`src/rtl/muldiv_pkg.sv`:
```
// Shared definitions for the iterative multiply/divide unit: opcodes, FSM states
// and the small opcode decode helpers used by both control and datapath.
package muldiv_pkg;

    localparam int MD_WIDTH   = 32;
    localparam int ITER_CNT_W = $clog2(MD_WIDTH + 1);

    localparam logic [1:0] OP_MULT  = 2'b00;
    localparam logic [1:0] OP_MULTU = 2'b01;
    localparam logic [1:0] OP_DIV   = 2'b10;
    localparam logic [1:0] OP_DIVU  = 2'b11;

    typedef enum logic [1:0] {
        IDLE = 2'd0,
        ITER = 2'd1,
        FIX  = 2'd2
    } state_t;

    function automatic logic op_is_signed(input logic [1:0] op);
        return !op[0];
    endfunction

    function automatic logic op_is_div(input logic [1:0] op);
        return op[1];
    endfunction

endpackage

```
`src/rtl/muldiv_ctrl.sv`:
```
// Sequencer for the multiply/divide unit: IDLE -> ITER (WIDTH steps) -> FIX -> IDLE,
// producing the datapath strobes plus the registered busy/done/div_by_zero outputs.
module muldiv_ctrl
    import muldiv_pkg::*;
#(
    parameter int WIDTH = MD_WIDTH,
    parameter int CNT_W = ITER_CNT_W
) (
    input  logic clk,
    input  logic rst,
    input  logic start,
    input  logic dz_in,
    output logic load,
    output logic step,
    output logic fix,
    output logic dz_pend,
    output logic busy,
    output logic done,
    output logic div_by_zero
);

    localparam logic [CNT_W-1:0] LAST_STEP = CNT_W'(WIDTH - 1);

    state_t           state;
    logic [CNT_W-1:0] cnt;

    assign load = (state == IDLE) && start;
    assign step = (state == ITER);
    assign fix  = (state == FIX);

    always_ff @(posedge clk or negedge rst) begin
        if (!rst) begin
            state       <= IDLE;
            cnt         <= '0;
            busy        <= 1'b0;
            done        <= 1'b0;
            div_by_zero <= 1'b0;
            dz_pend     <= 1'b0;
        end else begin
            done        <= 1'b0;
            div_by_zero <= 1'b0;
            case (state)
                IDLE: begin
                    if (start) begin
                        state   <= ITER;
                        cnt     <= '0;
                        busy    <= 1'b1;
                        dz_pend <= dz_in;
                    end
                end
                ITER: begin
                    cnt <= cnt + 1'b1;
                    if (cnt == LAST_STEP) begin
                        state <= FIX;
                    end
                end
                FIX: begin
                    // done/div_by_zero land in the same cycle busy drops
                    state       <= IDLE;
                    cnt         <= '0;
                    busy        <= 1'b0;
                    done        <= 1'b1;
                    div_by_zero <= dz_pend;
                    dz_pend     <= 1'b0;
                end
                default: begin
                    state <= IDLE;
                    busy  <= 1'b0;
                end
            endcase
        end
    end

endmodule

```
`src/rtl/muldiv_unit.sv`:
```
// Iterative MULT/MULTU/DIV/DIVU unit with architectural HI/LO registers.
// Works on operand magnitudes; signs are restored in the FIX cycle.
module muldiv_unit
    import muldiv_pkg::*;
#(
    parameter int WIDTH = MD_WIDTH
) (
    input  logic             clk,
    input  logic             rst,
    input  logic             start,
    input  logic [1:0]       op,
    input  logic [WIDTH-1:0] src_a,
    input  logic [WIDTH-1:0] src_b,
    input  logic             hi_we,
    input  logic             lo_we,
    input  logic [WIDTH-1:0] wd,
    output logic [WIDTH-1:0] hi,
    output logic [WIDTH-1:0] lo,
    output logic             busy,
    output logic             done,
    output logic             div_by_zero
);

    logic load, step, fix, dz_pend, dz_in;

    logic [WIDTH-1:0] acc, q, m;
    logic             is_div_q, neg_lo_q, neg_hi_q;

    logic             signed_op, sign_a, sign_b;
    logic [WIDTH:0]   mul_sum, div_shift, div_diff;
    logic [2*WIDTH-1:0] product_fixed;

    function automatic logic [WIDTH-1:0] mag(input logic signed [WIDTH-1:0] v,
                                             input logic is_signed);
        logic [WIDTH-1:0] u;
        u = v;
        return (is_signed && v[WIDTH-1]) ? (~u + 1'b1) : u;
    endfunction

    function automatic logic [WIDTH-1:0] neg_w(input logic [WIDTH-1:0] v, input logic n);
        return n ? (~v + 1'b1) : v;
    endfunction

    function automatic logic [2*WIDTH-1:0] neg_2w(input logic [2*WIDTH-1:0] v, input logic n);
        return n ? (~v + 1'b1) : v;
    endfunction

    assign signed_op = op_is_signed(op);
    assign sign_a    = signed_op & src_a[WIDTH-1];
    assign sign_b    = signed_op & src_b[WIDTH-1];
    assign dz_in     = op_is_div(op) && (src_b == '0);

    // shift-add multiply: {acc,q} shifts right, multiplier bits consumed from q[0]
    assign mul_sum   = {1'b0, acc} + {1'b0, (q[0] ? m : '0)};
    // restoring divide: {acc,q} shifts left, quotient bits enter at q[0]
    assign div_shift = {acc, q[WIDTH-1]};
    assign div_diff  = div_shift - {1'b0, m};

    assign product_fixed = neg_2w({acc, q}, neg_lo_q);

    muldiv_ctrl #(
        .WIDTH (WIDTH),
        .CNT_W ($clog2(WIDTH + 1))
    ) u_ctrl (
        .clk         (clk),
        .rst         (rst),
        .start       (start),
        .dz_in       (dz_in),
        .load        (load),
        .step        (step),
        .fix         (fix),
        .dz_pend     (dz_pend),
        .busy        (busy),
        .done        (done),
        .div_by_zero (div_by_zero)
    );

    always_ff @(posedge clk or negedge rst) begin
        if (!rst) begin
            acc      <= '0;
            q        <= '0;
            m        <= '0;
            is_div_q <= 1'b0;
            neg_lo_q <= 1'b0;
            neg_hi_q <= 1'b0;
            hi       <= '0;
            lo       <= '0;
        end else begin
            if (load) begin
                acc      <= '0;
                q        <= op_is_div(op) ? mag(src_a, signed_op) : mag(src_b, signed_op);
                m        <= op_is_div(op) ? mag(src_b, signed_op) : mag(src_a, signed_op);
                is_div_q <= op_is_div(op);
                neg_lo_q <= sign_a ^ sign_b;
                neg_hi_q <= sign_a;
            end else if (step) begin
                if (is_div_q) begin
                    if (!div_diff[WIDTH]) begin
                        acc <= div_diff[WIDTH-1:0];
                        q   <= {q[WIDTH-2:0], 1'b1};
                    end else begin
                        acc <= div_shift[WIDTH-1:0];
                        q   <= {q[WIDTH-2:0], 1'b0};
                    end
                end else begin
                    acc <= mul_sum[WIDTH:1];
                    q   <= {mul_sum[0], q[WIDTH-1:1]};
                end
            end

            if (fix) begin
                if (is_div_q) begin
                    // a zero divisor leaves |a| as remainder; the sign of a restores src_a
                    hi <= neg_w(acc, neg_hi_q);
                    lo <= dz_pend ? '1 : neg_w(q, neg_lo_q);
                end else begin
                    hi <= product_fixed[2*WIDTH-1:WIDTH];
                    lo <= product_fixed[WIDTH-1:0];
                end
            end else if (!busy) begin
                if (hi_we) hi <= wd;
                if (lo_we) lo <= wd;
            end
        end
    end

endmodule

```
`config.mk`:
```
export PLATFORM = sky130hd
export DESIGN_NAME = muldiv_unit
export DESIGN_NICKNAME = d
export VERILOG_FILES = /design/src/rtl/muldiv_pkg.sv /design/src/rtl/muldiv_ctrl.sv /design/src/rtl/muldiv_unit.sv
export SDC_FILE = /design/constraint.sdc
export NUM_CORES = 1
export LEC_CHECK = 0
export BUFFER_PORTS_ARGS = -buffer_cell sky130_fd_sc_hd__buf_2
export CAP_MARGIN = 10
export CORE_AREA = 10 10 220 222
export DETAILED_ROUTE_END_ITERATION = 12
export DIE_AREA = 0 0 230 232
export GPL_TIMING_DRIVEN = 0
export PLACE_DENSITY = 0.62
export SETUP_SLACK_MARGIN = 0.1
export SYNTH_ARGS = -nofsm -noshare
export SYNTH_HDL_FRONTEND = slang
export SYNTH_SLANG_ARGS = --single-unit
```
`constraint.sdc`:
```
create_clock -name clk -period 3.74 [get_ports clk]
set_input_delay 0 -clock clk [delete_from_list [all_inputs] [get_ports clk]]
set_output_delay 0 -clock clk [all_outputs]
set_load 0.03 [all_outputs]
```
==> qor.yml, run 1 <==
cts_made_buffers: 17
crit_slowest_cell: "or4_1"
rows: 77
ys.flop_type: "dfrtp_1"
synth-edff-count: 0
layoutNonFillerInstCount: 2803
status: "complete, no violations"
finalSetupViolCount: 0
cts_tree: "done"
cp_data_arrival_time_ps: 3880
drtPass1Iterations: 5
grt_pass1_wl_um: 94480
cts_buffer_depth: 2
die_height_um: 232
tns_ps: 0
cp-start-kind: "register"
clkPwrFrac_pct: 11.7
clock_skew_ps: 21.14
first_iter_violations: 1435
ys_ff_latch: 175
min_period_over_period_pct: 93.43
synth_top_area_cell: "dfrtp_1"
fmax_ghz: 0.2862
hp-class: "primary input to register"
period_needed_ps: 3494
placedInstanceArea_mm2: 0.01677
synthDistinctLibCells: 82
slew_violations: 0
netlist_area_mm2: 0.01515
first_global_vias: 15499
pwr-share-seq_pct: 24.1
final_hold_viol_count: 0
peakVddDrop_mv: 0.3987
antenna_found_initial: 6
core-area_mm2: 0.04393
ys_seq_area_share_pct: 28.90
start_util_pct: 34.49
ant_nets: 0
overflow: 0
whs_path_depth: 5
track_usage_pct: 22.49
wl_per_cell_um: 22.17
die_x_um: 230
io_buffers: 168
cp-end-kind: "register"
syn-num-nets: 2123
wl_um: 62140
dp.cells: 2710
finalNetCount: 2370
synth.avg_cell_area_um2: 7.774
post-dp-hpwl_um: 49730
path_cells: "and2_1 > ha_2 > inv_1 > fa_1 > nand2b_2 > a21oi_4 > o21a_1 > o41ai_4 > or4_1 > o21ai_2 > xor2_1 > o221ai_1 > a21oi_1"
viasPerCell: 5.742
htree_num_levels: 4
cts.sinks: 175
vias: 16094
p_int_mw: 7.154
rsz0062_at_grt: "true"
tightest_slew_ps: 762.0
die-area_mm2: 0.05336
required_ps: 4130
synthTopCellsByArea: "dfrtp_1 29%, o21ai_0 6.7%, nand2_1 6.5%, ha_1 5.7%, xor2_1 5.4%"
stdcell_area_mm2: 0.01806
root_buffer: "clkbuf_16"
cts.reportedPaths.clkPinSlew_ps: 80
drive_gt1_share_pct: 12.63
p_leak_nw: 7.840
ios: 170
crit_fanout: 5
max_cap_viol_count: 0
yosys_warnings: 0
drc: 0
synthArstFlopShare_pct: 100.0
power.switching_mw: 7.801
slew_headroom_pct: 49.20
syn_inst: 1949
clk_latency_ps: 470
grt_max_degree: 107
comb_power_share_pct: 64.2
worstSetupPathType: "register to register"
rr_worst_depth: 13
max_stage_delay_ps: 560
p_per_area_mw_per_mm2: 827.8
swShare_pct: 52.16
netlist.area_leader.share_pct: 28.90
area_delta_synth_final_pct: 19.22
power_mw: 14.95
gp_congestion: 0.9769
-- through the flow --
| stage | setup slack (ps) | utilization [%] | hold WS (ps) |
|---|---|---|---|
| after floorplan | 520.0 | - | -295.6 |
| after global placement | -628.8 | 38.09 | 300.2 |
| after detailed placement | -638.4 | 38.18 | 11.24 |
| after CTS | 82.60 | 40.84 | 6.159 |
| after global routing | 91.57 | 41.11 | 32.22 |
| final | 245.6 | 41.12 | 22.38 |
-- flip-flops by register name (all words and copies together), names as in the netlist --
register	cells
hi	32
u_ctrl.busy	1
q	32
u_ctrl.div_by_zero	1
acc	32
u_ctrl.cnt	6
u_ctrl.state	2
u_ctrl.done	1
lo	32
u_ctrl.dz_pend	1
is_div_q	1
neg_lo_q	1
m	32
neg_hi_q	1
-- power groups by stage --
stage	Clock (mW)	Sequential, mW	Combinational (mW)
floorplan	0	3.57	6.26
global placement	0	3.56	8.97
detailed placement	0	3.58	9.05
CTS	1.76	3.54	9.34
global route	1.85	3.67	10.5
finish	1.75	3.60	9.60
-- timing repair --
action,4_1_cts,5_1_grt
hold buffers,51,0
setup endpoints to repair,49,46
cloned,0,0
resized for setup,20,25
hold endpoints to repair,143,0
buffers inserted,4,5
pin swaps,3,7
-- per-layer routing --
layer | global-route usage (%) | up-vias | routed length [um] | share of wire (%)
met5 | 0 | - | 61 | 0.098
met4 | 8.016 | 10 | 1929 | 3.1
met3 | 4.434 | 84 | 4701 | 7.6
met2 | 34.89 | 678 | 27680 | 45
met1 | 30.54 | 7796 | 27770 | 45
li1 | - | 7526 | - | -
-- path summary, 6_finish.rpt --
| path | from | to | slack (ps) |
|---|---|---|---|
| worst min-delay path | src_b[12] | m[12] | 20 |
| worst max-delay path | q[0] | acc[29] | 250 |
| min in group asynchronous | rst | hi[25] | 110 |
| worst max register to register | q[0] | acc[29] | 250 |
| worst min register to register | m[20] | m[20] | 500 |
| max in group asynchronous | rst | q[31] | 2650 |
-- synth_stat cells (37+ instances only) --
cell and instances:
mux2i_1 73, o21ai_0 203, nor2_1 168, inv_1 67, nand2_1 262, a32oi_1 37, xor2_1 93, a21oi_1 159
xnor2_1 82, clkbuf_1 107, dfrtp_1 175, o211ai_1 46, ha_1 69
-- cells by family after synthesis --
kind of cell	Yosys count	share of synthesized area, %
flip-flops	175	28.90
adder cells (fa/ha/maj)	71	5.962
AND/OR/NAND/NOR	641	19.52
AO/OA/AOI/OAI	615	25.24
XOR/XNOR	176	10.22
multiplexers	78	5.194
buffers and inverters	193	4.955
-- cell type report --
cell class | instances | area [um^2]
inverter | 69 | 261.5
timing repair buffer | 229 | 1456
multi-input combinational | 1581 | 10160
buffer | 123 | 509.2
clock buffer | 22 | 474.2
antenna | 2 | 5.005
fill | 4552 | 25870
sequential | 175 | 4383
tap | 592 | 740.7
clock inverter | 10 | 77.57
-- critical path, delay by kind of cell (launching register included) --
family / cells / cell delay [ps]
flip-flops: 1 / 450
buffers and inverters: 1 / 70
AO/OA/AOI/OAI: 6 / 1150
XOR/XNOR: 1 / 170
AND/OR/NAND/NOR: 3 / 980
adder cells (fa/ha/maj): 2 / 610
-- cell usage in the layout (no fill, tap or decap), types with 13 or more instances in the layout --
cell type,count
xnor2_1,81
a21oi_1,157
nor4_1,20
nor3_1,33
o21ai_0,200
a32oi_1,37
nor2b_1,15
o211ai_1,46
ha_1,68
nor2_1,167
o31ai_1,16
mux2i_1,73
a22oi_1,19
dlygate4sd3_1,51
a21o_1,19
dfrtp_1,172
nand2_1,262
clkbuf_16,17
nand3_1,27
xor2_1,93
buf_4,13
nand4_1,15
or3_1,17
clkbuf_1,103
buf_2,173
a31oi_1,16
nand2b_1,17
inv_1,66
Power figures use the tool's default switching activity.
==> inputs of run 2 (changes only) <==
Settings changed: HOLD_SLACK_MARGIN set to 0.03.
==> qor.yml, run 2 (synthesis gave the netlist of run 1 again) <==
dpl_worst_slack_ps: -638.4
cp-end-kind: "register"
slew_headroom_pct: 47.84
tightest_slew_ps: 775.9
utilization_pct: 41.32
drtPass1Iterations: 8
track_usage_pct: 22.55
setup_ws_ps: 253.5
p_leak_nw: 7.877
first_iter_violations: 1392
max_stage_delay_ps: 450
finalNetCount: 2379
layoutNonFillerInstCount: 2811
gp_congestion: 0.9769
status: "complete, no violations"
clock_skew_ps: 24.37
period_needed_ps: 3486
ant_nets: 0
hp-class: "primary input to register"
grt_pass1_wl_um: 94720
final_cell_mix: "262 x nand2_1, 200 x o21ai_0, 173 x buf_2"
finalSetupViolCount: 0
min_period_over_period_pct: 93.22
ios: 170
cp_data_arrival_time_ps: 3860
whs_path_depth: 4
vias: 16133
path_buf_inv: 2
drc: 0
peakVddDrop_mv: 0.3986
viasPerCell: 5.739
root_buffer: "clkbuf_16"
cts.reportedPaths.clkPinSlew_ps: 70
path_delay_family: "compound AO/OA/AOI/OAI gates"
cts_made_buffers: 17
dp.cells: 2710
max_cap_viol_count: 0
clk_latency_ps: 470
final_common_cell: "nand2_1"
cp.depth: 14
drive_gt1_share_pct: 12.58
rows: 77
worstSetupPathType: "register to register"
cp-start-kind: "register"
cts_buffer_depth: 2
core-area_mm2: 0.04393
crit_fanout: 5
wl_per_cell_um: 22.19
required_ps: 4110
wl_um: 62360
slew_violations: 0
start_util_pct: 34.49
rr_worst_depth: 14
grt_max_degree: 107
cts.sinks: 175
cts_tree: "done"
first_global_vias: 15549
rsz0062_at_grt: "true"
die_x_um: 230
overflow: 0
die-area_mm2: 0.05336
area_delta_synth_final_pct: 19.80
die_height_um: 232
fmax_ghz: 0.2868
post-dp-hpwl_um: 49730
io_buffers: 168
p_per_area_mw_per_mm2: 824.0
crit_slowest_cell: "dfrtp_2"
antenna_found_initial: 5
htree_num_levels: 4
final_hold_viol_count: 0
path_cells: "and2_1 > ha_2 > inv_1 > fa_1 > nand2b_2 > a21oi_4 > buf_4 > o2111ai_1 > nand4_1 > nand2_1 > o22ai_1 > nand2b_1 > a22o_1 > a31oi_1"
-- run 2: per-layer routing --
layer | share of wire, % | vias to the layer above | global-route usage [%]
met2 | 44 | 696 | 35.09
met4 | 3.3 | 8 | 8.016
li1 | - | 7539 | -
met5 | 0.079 | - | 0
met1 | 44 | 7806 | 30.62
met3 | 8.1 | 84 | 4.324
-- run 2: what timing repair did --
action / 4_1_cts / 5_1_grt
hold buffers: 60 / 0
pin swaps: 3 / 7
resized for setup: 20 / 25
hold endpoints to repair: 152 / 0
endpoints found under the setup margin: 49 / 46
buffers inserted: 4 / 5
-- run 2: final timing paths --
check | end | slack [ps] | from
worst max-delay path | acc[31] | 250 | q[0]
worst min-delay path | lo[0] | 40 | lo_we
worst max register to register | acc[31] | 250 | q[0]
worst min register to register | m[20] | 500 | m[20]
max in group asynchronous | q[31] | 2640 | rst
min in group asynchronous | hi[25] | 120 | rst
-- run 2: worst reg2reg max path, cell delays in order, from the launching register on --
cell and delay (ps):
dfrtp_2 450, and2_1 160, ha_2 220, inv_1 70
fa_1 390, nand2b_2 260, a21oi_4 220, buf_4 140
o2111ai_1 240, nand4_1 310, nand2_1 150, o22ai_1 360
nand2b_1 120, a22o_1 190, a31oi_1 140
-- run 2: power breakdown --
| group | switching, mW | internal (mW) | leakage [nW] |
|---|---|---|---|
| registers | 1.02 | 2.58 | 2.13 |
| clock network | 0.838 | 0.913 | 0.268 |
| logic | 5.94 | 3.67 | 5.48 |
| total | 7.80 | 7.16 | 7.88 |
-- run 2: cell type report --
type / instances / area [um^2]
fill: 4548 / 25780
multi-input combinational: 1581 / 10160
sequential: 175 / 4383
timing repair buffer: 238 / 1546
tap: 592 / 740.7
buffer: 123 / 509.2
clock buffer: 22 / 474.2
inverter: 69 / 261.5
clock inverter: 10 / 77.57
antenna: 1 / 2.502
-- run 2: per-stage QoR --
step                      hold WS (ps)  setup TNS [ps]  power [mW]  area (um^2)
after floorplan                 -295.6               0       9.831        15150
after global placement           300.2          -58040       12.53        16730
after detailed placement         11.24          -16810       12.63        16770
after CTS                        36.06               0       14.65        18030
after global routing             44.76               0       16.06        18150
final                            35.60               0       14.96        18150
